### src/rtl/pipe_pulse_train_gen.sv
// pipe_pulse_train_gen
//
// Multi-channel programmable pulse-train stage. Each channel watches a
// rising edge on its monitored signal s[i], or a level on its pipeline
// input pipe_in[i]. When it accepts a trigger it waits cfg_delay cycles
// and then drives a registered pulse of cfg_width cycles (0 acts as 1) on
// pipe_out[i]. Channels are independent and may be chained through
// pipe_out -> pipe_in. The delay and width are latched when a trigger is
// accepted, so later config changes never disturb a pulse in flight.
//
// Ports
//   clk           : single clock
//   rst_n         : asynchronous active-low reset
//   s             : monitored signals, rising edge triggers channel i
//   pipe_in       : pipeline inputs, level triggers channel i
//   enable        : per-channel enable; low forces the channel to IDLE
//   cfg_delay     : delay D in cycles, shared by all channels
//   cfg_width     : pulse width W in cycles, shared, 0 is treated as 1
//   cfg_retrigger : 0 = drop triggers while busy, 1 = restart on trigger
//   overrun_clr   : clears every overrun flag (a same-cycle set wins)
//   pipe_out      : registered pulse outputs
//   busy          : registered, channel is not IDLE
//   overrun       : sticky, a trigger was dropped on this channel

module pipe_pulse_train_gen #(
    parameter int CHANNELS = 4,
    parameter int CNT_W    = 8
) (
    input  logic                clk,
    input  logic                rst_n,
    input  logic [CHANNELS-1:0] s,
    input  logic [CHANNELS-1:0] pipe_in,
    input  logic [CHANNELS-1:0] enable,
    input  logic [CNT_W-1:0]    cfg_delay,
    input  logic [CNT_W-1:0]    cfg_width,
    input  logic                cfg_retrigger,
    input  logic                overrun_clr,
    output logic [CHANNELS-1:0] pipe_out,
    output logic [CHANNELS-1:0] busy,
    output logic [CHANNELS-1:0] overrun
);

    typedef enum logic [1:0] {
        IDLE  = 2'd0,
        DELAY = 2'd1,
        PULSE = 2'd2
    } state_t;

    logic [CHANNELS-1:0] sPrev_q;
    logic [CNT_W-1:0]    widthEff;

    // A width of zero still produces a one-cycle pulse.
    assign widthEff = (cfg_width == '0) ? CNT_W'(1) : cfg_width;

    // The edge-detect history follows s every cycle, independent of enable,
    // so that re-enabling a channel never sees a stale rising edge.
    always_ff @(posedge clk or negedge rst_n) begin
        if (!rst_n) begin
            sPrev_q <= '0;
        end else begin
            sPrev_q <= s;
        end
    end

    for (genvar i = 0; i < CHANNELS; i++) begin : gChan
        state_t           state_q, state_d;
        logic [CNT_W-1:0] cnt_q, cnt_d;
        logic [CNT_W-1:0] wLat_q, wLat_d;
        logic             pipeOut_q, busy_q, overrun_q, overrun_d;
        logic             trig, accepting, accept, drop;

        // A channel may take a new trigger when idle or on the final pulse
        // cycle; taking it on the final cycle lets a D=0 retrigger extend the
        // pulse with no low gap. With retrigger enabled any state accepts.
        always_comb begin
            trig      = enable[i] & ((s[i] & ~sPrev_q[i]) | pipe_in[i]);
            accepting = (state_q == IDLE) || ((state_q == PULSE) && (cnt_q == '0));
            accept    = trig & (accepting | cfg_retrigger);
            drop      = trig & ~accepting & ~cfg_retrigger;
        end

        // Next-state logic. Disable has priority and aborts the operation;
        // an accepted trigger latches the current config; otherwise the
        // counter runs down through DELAY and PULSE.
        always_comb begin
            state_d   = state_q;
            cnt_d     = cnt_q;
            wLat_d    = wLat_q;
            overrun_d = drop | (overrun_q & ~overrun_clr);
            if (!enable[i]) begin
                state_d = IDLE;
                cnt_d   = '0;
            end else if (accept) begin
                wLat_d = widthEff;
                if (cfg_delay == '0) begin
                    state_d = PULSE;
                    cnt_d   = widthEff - CNT_W'(1);
                end else begin
                    state_d = DELAY;
                    cnt_d   = cfg_delay - CNT_W'(1);
                end
            end else begin
                case (state_q)
                    DELAY: begin
                        if (cnt_q == '0) begin
                            state_d = PULSE;
                            cnt_d   = wLat_q - CNT_W'(1);
                        end else begin
                            cnt_d = cnt_q - CNT_W'(1);
                        end
                    end
                    PULSE: begin
                        if (cnt_q == '0) begin
                            state_d = IDLE;
                        end else begin
                            cnt_d = cnt_q - CNT_W'(1);
                        end
                    end
                    default: begin
                        state_d = IDLE;
                    end
                endcase
            end
        end

        // Outputs are registered from the next state so pipe_out and busy
        // line up exactly with the state the channel is entering.
        always_ff @(posedge clk or negedge rst_n) begin
            if (!rst_n) begin
                state_q   <= IDLE;
                cnt_q     <= '0;
                wLat_q    <= '0;
                pipeOut_q <= 1'b0;
                busy_q    <= 1'b0;
                overrun_q <= 1'b0;
            end else begin
                state_q   <= state_d;
                cnt_q     <= cnt_d;
                wLat_q    <= wLat_d;
                pipeOut_q <= (state_d == PULSE);
                busy_q    <= (state_d != IDLE);
                overrun_q <= overrun_d;
            end
        end

        assign pipe_out[i] = pipeOut_q;
        assign busy[i]     = busy_q;
        assign overrun[i]  = overrun_q;
    end

endmodule

### config.mk
export PLATFORM = sky130hd
export DESIGN_NAME = pipe_pulse_train_gen
export DESIGN_NICKNAME = d
export VERILOG_FILES = /design/src/rtl/pipe_pulse_train_gen.sv
export SDC_FILE = /design/constraint.sdc
export NUM_CORES = 1
export LEC_CHECK = 0
export BUFFER_PORTS_ARGS = -buffer_cell sky130_fd_sc_hd__buf_2
export CORE_AREA = 2 2 103 105
export CTS_CLUSTER_DIAMETER = 80
export CTS_CLUSTER_SIZE = 8
export DETAILED_ROUTE_END_ITERATION = 6
export DIE_AREA = 0 0 105 107
export PLACE_DENSITY = 0.78
export SLEW_MARGIN = 20
export SYNTH_ARGS = -nofsm -noshare
export SYNTH_HDL_FRONTEND = slang
export SYNTH_SLANG_ARGS = --single-unit
### constraint.sdc
create_clock -name clk -period 3.38 [get_ports clk]
set_input_delay 0.338 -clock clk [delete_from_list [all_inputs] [get_ports clk]]
set_output_delay 0.338 -clock clk [all_outputs]
set_load 0.05 [all_outputs]
### Yosys cells after proc, flatten, opt, wreduce, memory -nomap -nowiden

Cells that the tools add are included.

* add/sub/neg operators: 10
* equal/unequal tests: 20
* mux-type cells: 43
* bitwise logic cells: 46
* reduce and logical (&&, ||, !) cells: 30

Operators with widths (number)
* $mux 8: 18
* $sub 8x1->8 const B: 10
* $pmux 8 s2: 4
* $logic_not 8->1: 6
* $mux 2: 17
* $and 1x1->1: 24
* $eq 2x2->1 const B: 8
* $ne 4x1->1 const B: 4
* $ne 4x4->1 const B: 4
* $pmux 2 s2: 4
* $reduce_and 2->1: 8
* $or 1x1->1: 12
* $not 1->1: 10
* $eq 2x1->1 const B: 4
* $logic_not 2->1: 4
* $reduce_bool 2->1: 4
* $logic_and 1x1->1: 4
* $logic_or 1x1->1: 4

* bits in registers: 88
* input port bits: 32
* output and inout port bits: 12
* logic and storage cells: 174

### Longest topological paths before layout

Gate-level depths: netlist (run 1).

* depth in word-level cells: 8
* mapped depth: 11
* mapped depth without buffers: 9

### Worst setup path after synthesis (run 1)

No wires, ideal clock.

* path kind: input to register
* start point: in cfg_delay[4]
* end point: reg gChan[2].cnt_q[6]
* library setup time: 123 ps
* arrival: 2572 ps
* required time: 3257 ps
* slack: 685 ps
* stages on the path: 11
* buffers on the path: 2
* cells stage by stage: clkbuf_1 nor4_2 and2_1 buf_4 a21oi_1 ha_1 or3b_2 nor3_1 nand3_1 xor2_1 o221a_2

* word-level cells in the longest chain between the ends: 4
* elaborated cells between the ends (all ways): 5
* those cells by class: add/sub (1); mux (3); reduce/logical (1)

RTL lines
* start, declared: line 34 `input logic [CNT_W-1:0] cfg_delay,`
* $sub 8x1->8 / $logic_not 8->1 (equally long branches): line 100, 95
* $mux 8 *: line 95 `if (cfg_delay == '0) begin`
* $mux 8 *: line 93 `end else if (accept) begin`
* $mux 8 *: line 90 `if (!enable[i]) begin`
* end signal, assigned: line 138 `cnt_q <= cnt_d;`
* end, declared: line 67 `logic [CNT_W-1:0] cnt_q, cnt_d;`

Every way passes the cells marked *; elsewhere a longest branch is shown, timed or not.
A chain may end at the register's enable or synchronous reset.

### Final worst setup path (run 1)

* start point: in cfg_width[3]
* end point: reg gChan[2].cnt_q[6]

* word-level cells in the longest chain between the ends: 6

RTL lines
* start, declared: line 35 `input logic [CNT_W-1:0] cfg_width,`
* $logic_not 8->1: line 53 `assign widthEff = (cfg_width == '0) ? CNT_W'(1) : cfg_width;`
* $mux 8 *: line 53
* $sub 8x1->8 *: line 97 `cnt_d = widthEff - CNT_W'(1);`
* $mux 8 *: line 95
* $mux 8 *: line 93
* $mux 8 *: line 90

Marked as above.

==> run summary, run 1 <==
ys async rst share - 1.00
Critical Path AT - 2.97 ns
predominant post-synthesis flop cell - dfrtp_1
Initial DRC Count - 390
Synth Cell Area - 0.00590 mm2
number of global-route vias before repair - 4996
#FFs+latches synth - 88
WL/cell - 18.3 um
initial core utilization - 0.585
Routed Antenna Nets - 0
Core Rows - 37
Residual DRC - 0
internal power - 0.00177 W
CTS root buffer - clkbuf_8
clk_skew - 0.00709 ns
port buffer count - 43
Die Wd - 105 um
most frequent cell after synthesis - nand2_1
Die Ht - 107 um
Setup Buffers After CTS - 0
Mean Syn Cell Area - 8.65 um2
ANT cells - 0
RSZ-0062 raised after global routing - false
routed via count - 5173
synthesis-to-finish area growth - 6.59%
fill cell count - 918
R2R setup slack - 0.89 ns
Synth Instances - 682
clk slew on worst S/H paths - 0.09 ns
gr ovfl total - 0
worst path required time - 3.70 ns
fin crit period - 2.65 ns
Max Freq - 377 MHz
worst-skew pair later-pin latency - 0.37 ns
# IOs - 44
placer's final routability congestion estimate - 0.892
Core Util, Final - 0.623
DPL Wire Length - 11.2 mm
Clk network pwr share - 0.249
Worst Path Max Fanout - 10
PD cells - 443 mW/mm2
Post-synth EDFFs - 0
Setup WS pre-CTS - 0.355 ns
largest net degree at the start of global routing - 42
Hold/Removal Path Class - in -> reg
share of layout cells above drive strength 1 - 0.144
Psw - 0.00102 W
max_cap viols - 0
clock sink count - 88
Worst Tran Pin Value - 0.776 ns
Relative slew margins - 0.480
global-route wire length before repair - 25.2 mm
Synth Warn # - 0
core region area - 0.0101 mm2
Hold Violations, Final - 0
Yosys top cell area share - 0.373
Area contributors post-synth - dfrtp_1, nand2_1, ha_1
initial antenna violation count - 0
H-Tree Depth - 3
synth unique cells - 79
Switching Share - 0.365
CP startpoint kind - primary input
final WL - 15.4 mm
overall global routing resource usage - 0.284
Synth top cells by count - nand2_1, dfrtp_1, inv_1
die area - 0.0112 mm2
Gate power share - 0.284
CTS Buf Count - 9
TritonCTS clock tree - yes
Final WS setup - 0.730 ns
smallest hold slack - 0.0795 ns
status - complete, no violations
sequential fraction of the synthesis area - 0.373
biggest area consumer among synthesized cells - dfrtp_1
vias per inst - 6.14
setup violators final - 0
Flop pwr share - 0.467
CP Class - in -> reg
TNS Setup - 0 ns
final net count - 755
period utilization - 0.784
Pre-antenna DRT Iters - 5
CTS Buffer Depth - 2
maximum vdd ir drop - 203 uV
Final Slew Violations - 0
Crit. End Element - flip-flop
syn nets - 735
leakage - 2.78 nW
-- final cells by class --
| cell class | instances | area [um2] | area share |
|---|---|---|---|
| Multi-Input combinational cell | 503 | 3280 | 0.521 |
| Sequential cell | 88 | 2200 | 0.350 |
| Timing Repair Buffer | 50 | 273 | 0.0434 |
| Inverter | 50 | 188 | 0.0298 |
| Tap cell | 136 | 170 | 0.0271 |
| Clock buffer | 10 | 138 | 0.0219 |
| Clock inverter | 6 | 42.5 | 0.00676 |
-- cell families (layout without fill, tap and decap cells) --
logic type / after synthesis / in the layout / share of synthesized area
adder cells (fa/ha/maj): 21 / 21 / 0.0445
XOR/XNOR: 30 / 30 / 0.0445
AO/OA/AOI/OAI: 181 / 181 / 0.215
AND/OR/NAND/NOR: 265 / 265 / 0.240
flip-flops: 88 / 88 / 0.373
buffers and inverters: 91 / 116 / 0.0715
multiplexers: 6 / 6 / 0.0106
-- routing by layer --
layer,routed length [um],GRT usage
met1,6710,0.380
met2,7240,0.462
met3,1060,0.0517
met4,381,0.110
met5,0,0
-- cell usage in the layout, fill, tap and decap left out, drive strengths merged, types with 5 or more instances in the layout --
cell	n
and2	5
nor3	24
and3	6
o22ai	11
xnor2	13
nand4	5
o21ai	44
a21o	6
a21boi	6
clkbuf	10
nor4	15
xor2	17
nand3	16
nor2	34
a31oi	17
nor3b	8
inv	51
nand2	116
a22oi	6
ha	21
or4	6
nor2b	8
nand3b	5
o21a	8
or3	7
a21oi	30
o32ai	6
dfrtp	88
buf	49
-- power groups by stage --
stage	registers, W	logic, W	clock network (W)
2_1_floorplan	0.00128	0.000606	0
6_report	0.00130	0.000793	0.000693
5_1_grt	0.00132	0.000881	0.000743
3_5_place_dp	0.00132	0.000779	0
4_1_cts	0.00130	0.000786	0.000703
3_3_place_gp	0.00131	0.000765	0
-- flip-flops by register name, summed over array words and instances (netlist names) --
name,cells
gChan.busy_q,4
gChan.cnt_q,32
gChan.overrun_q,4
gChan.pipeOut_q,4
gChan.state_q,8
gChan.wLat_q,32
sPrev_q,4
-- timing repair --
action	4_1_cts	5_1_grt
resized for setup	0	0
hold buffers	1	0
hold endpoints to repair	15	0
-- worst paths after layout --
| kind | from | end | cells after the start |
|---|---|---|---|
| worst max-delay path | cfg_width[3] | gChan[2].cnt_q[6] | 10 |
| max in group asynchronous | rst_n | gChan[1].busy_q | 3 |
| worst max register to register | gChan[0].cnt_q[0] | gChan[0].cnt_q[0] | 6 |
| min in group asynchronous | rst_n | gChan[3].pipeOut_q | 2 |
| worst min-delay path | s[0] | sPrev_q[0] | 1 |
| worst min register to register | gChan[0].wLat_q[7] | gChan[0].wLat_q[7] | 2 |
-- critical path: stages --
cell and delay, ns:
buf_2 0.20, or4_4 0.20, o41ai_4 0.08, a21oi_1 0.45, ha_1 0.27, or3b_2 0.50
nor3_1 0.17, nand3_1 0.11, xor2_1 0.39, o221a_2 0.25
-- through the flow --
step                total power (W)  std cells  instance area, um2
floorplan                   0.00189        682                5900
global placement            0.00208        826                6100
detailed placement          0.00210        826                6100
CTS                         0.00279        843                6290
global route                0.00294        843                6290
finish                      0.00279        843                6290
(Power assumes the default switching activity.)
==> run 2: changes to the inputs <==
==> constraint.sdc (replaced) <==
create_clock -name clk -period 2.6 [get_ports clk]
set_input_delay 0.26 -clock clk [delete_from_list [all_inputs] [get_ports clk]]
set_output_delay 0.26 -clock clk [all_outputs]
set_load 0.05 [all_outputs]
==> run summary, run 2 (same netlist as run 1, synthesis figures left out) <==
CP Class - reg -> reg
Initial DRC Count - 337
period utilization - 0.898
Buffers & Inverters on Critical Path - 1
hold path start - s[3]
RSZ-0062 raised after global routing - false
share of layout cells above drive strength 1 - 0.164
final WL - 15.1 mm
initial antenna violation count - 0
number of global-route vias before repair - 5121
CTS Buf Count - 9
clk_skew - 0.0110 ns
ANT cells - 0
Residual DRC - 0
routed via count - 5381
worst path required time - 2.86 ns
final net count - 775
die area - 0.0112 mm2
CP startpoint kind - flip-flop
CTS resizes - 0
Core Rows - 37
Max Freq - 428 MHz
worst-skew pair later-pin latency - 0.37 ns
fin crit period - 2.33 ns
clock sink count - 88
# IOs - 44
Die Wd - 105 um
crit path cell chain - inv_1, ha_1, nor4b_2, nand3_2, a21o_1, nand2_1, o32ai_1
maximum vdd ir drop - 280 uV
Worst Hold Endpoint - sPrev_q[3]
global-route wire length before repair - 24.8 mm
overall global routing resource usage - 0.279
Worst Tran Pin Value - 0.640 ns
TNS Setup - 0 ns
clk slew on worst S/H paths - 0.09 ns
vias per inst - 6.24
synthesis-to-finish area growth - 9.50%
post-route cell area - 0.00646 mm2
R2R depth - 7
H-Tree Depth - 3
initial core utilization - 0.585
Worst Path Max Fanout - 18
core region area - 0.0101 mm2
CTS Buffer Depth - 2
Critical-path top delay cell - a21o_1
CP delay by family, top - compound AO/OA/AOI/OAI gates
fill cell count - 884
Routed Antenna Nets - 0
Crit. End Element - flip-flop
PD cells - 567 mW/mm2
max_cap viols - 0
setup violators final - 0
commonest cells after routing, fill and taps aside - nand2_1, dfrtp_1, inv_1, buf_2, o21ai_0
hold path cells - 1
Die Ht - 107 um
R2R setup slack - 0.27 ns
largest registers - gChan.cnt_q (32), gChan.wLat_q (32), gChan.state_q (8)
Hold/Removal Path Class - in -> reg
Crit Reg-Reg Endpoint - gChan[1].cnt_q[3]
status - complete, no violations
port buffer count - 43
Final Slew Violations - 0
leakage - 2.87 nW
DPL Wire Length - 10.9 mm
Hold Violations, Final - 0
CTS root buffer - clkbuf_8
placer's final routability congestion estimate - 0.941
Critical Path AT - 2.59 ns
Pre-antenna DRT Iters - 5
Relative slew margins - 0.572
beginning of the worst register-to-register path - gChan[1].cnt_q[0]
dpl cell area - 0.00624 mm2
commonest non-fill, non-tap cell in the layout - nand2_1
slowest stage delay, CP - 0.50 ns
WL/cell - 17.5 um
gr ovfl total - 0
largest net degree at the start of global routing - 87
TritonCTS clock tree - yes
run 2: area by class of cell:
cell class                      instances  area [um2]  area share
Multi-Input combinational cell        503        3280       0.507
Sequential cell                        88        2200       0.341
Timing Repair Buffer                   70         443      0.0686
Inverter                               50         188      0.0290
Tap cell                              136         170      0.0263
Clock buffer                           10         138      0.0213
Clock inverter                          6        43.8     0.00678
run 2: timing repair:
| item | 4_1_cts | 5_1_grt |
|---|---|---|
| hold buffers | 4 | 0 |
| hold endpoints to repair | 91 | 0 |
| setup buffers | 0 | 0 |
run 2: stage by stage:
stage	hold WS, ns	setup WS (ns)	total power [W]	instances	utilization
4_1_cts	0.00224	0.305	0.00365	863	0.640
2_1_floorplan	-0.0356	0.0832	0.00245	682	-
6_report	0.00587	0.265	0.00366	863	0.640
3_5_place_dp	0.0578	-0.0312	0.00276	843	0.618
5_1_grt	0.0107	0.0463	0.00386	863	0.640
3_3_place_gp	0.0578	0.0443	0.00271	843	0.618
run 2: worst max path at each step:
stage / startpoint / end / slack (ns) / depth (start not counted)
6_report: gChan[1].cnt_q[0] / gChan[1].cnt_q[3] / 0.27 / 7
3_5_place_dp: cfg_width[3] / gChan[2].cnt_q[6] / -0.03 / 10
5_1_grt: gChan[1].cnt_q[0] / gChan[1].cnt_q[3] / 0.05 / 7
3_3_place_gp: cfg_width[3] / gChan[2].cnt_q[6] / 0.04 / 10
4_1_cts: gChan[1].cnt_q[0] / gChan[1].cnt_q[3] / 0.31 / 7
2_1_floorplan: cfg_delay[4] / gChan[2].cnt_q[6] / 0.08 / 11
run 2: layer usage:
| metal | track usage | wire (um) | vias to the layer above |
|---|---|---|---|
| li1 | - | - | 2507 |
| met1 | 0.384 | 6520 | 2582 |
| met2 | 0.444 | 7110 | 255 |
| met3 | 0.0328 | 1110 | 37 |
| met4 | 0.130 | 401 | 0 |
| met5 | 0 | 0 | - |
run 2: power by group:
group          internal (W)  leakage, nW  total [W]  switching [W]
logic              0.000448         1.66    0.00107       0.000622
registers           0.00151         1.13    0.00169       0.000185
clock network      0.000375       0.0809   0.000899       0.000524
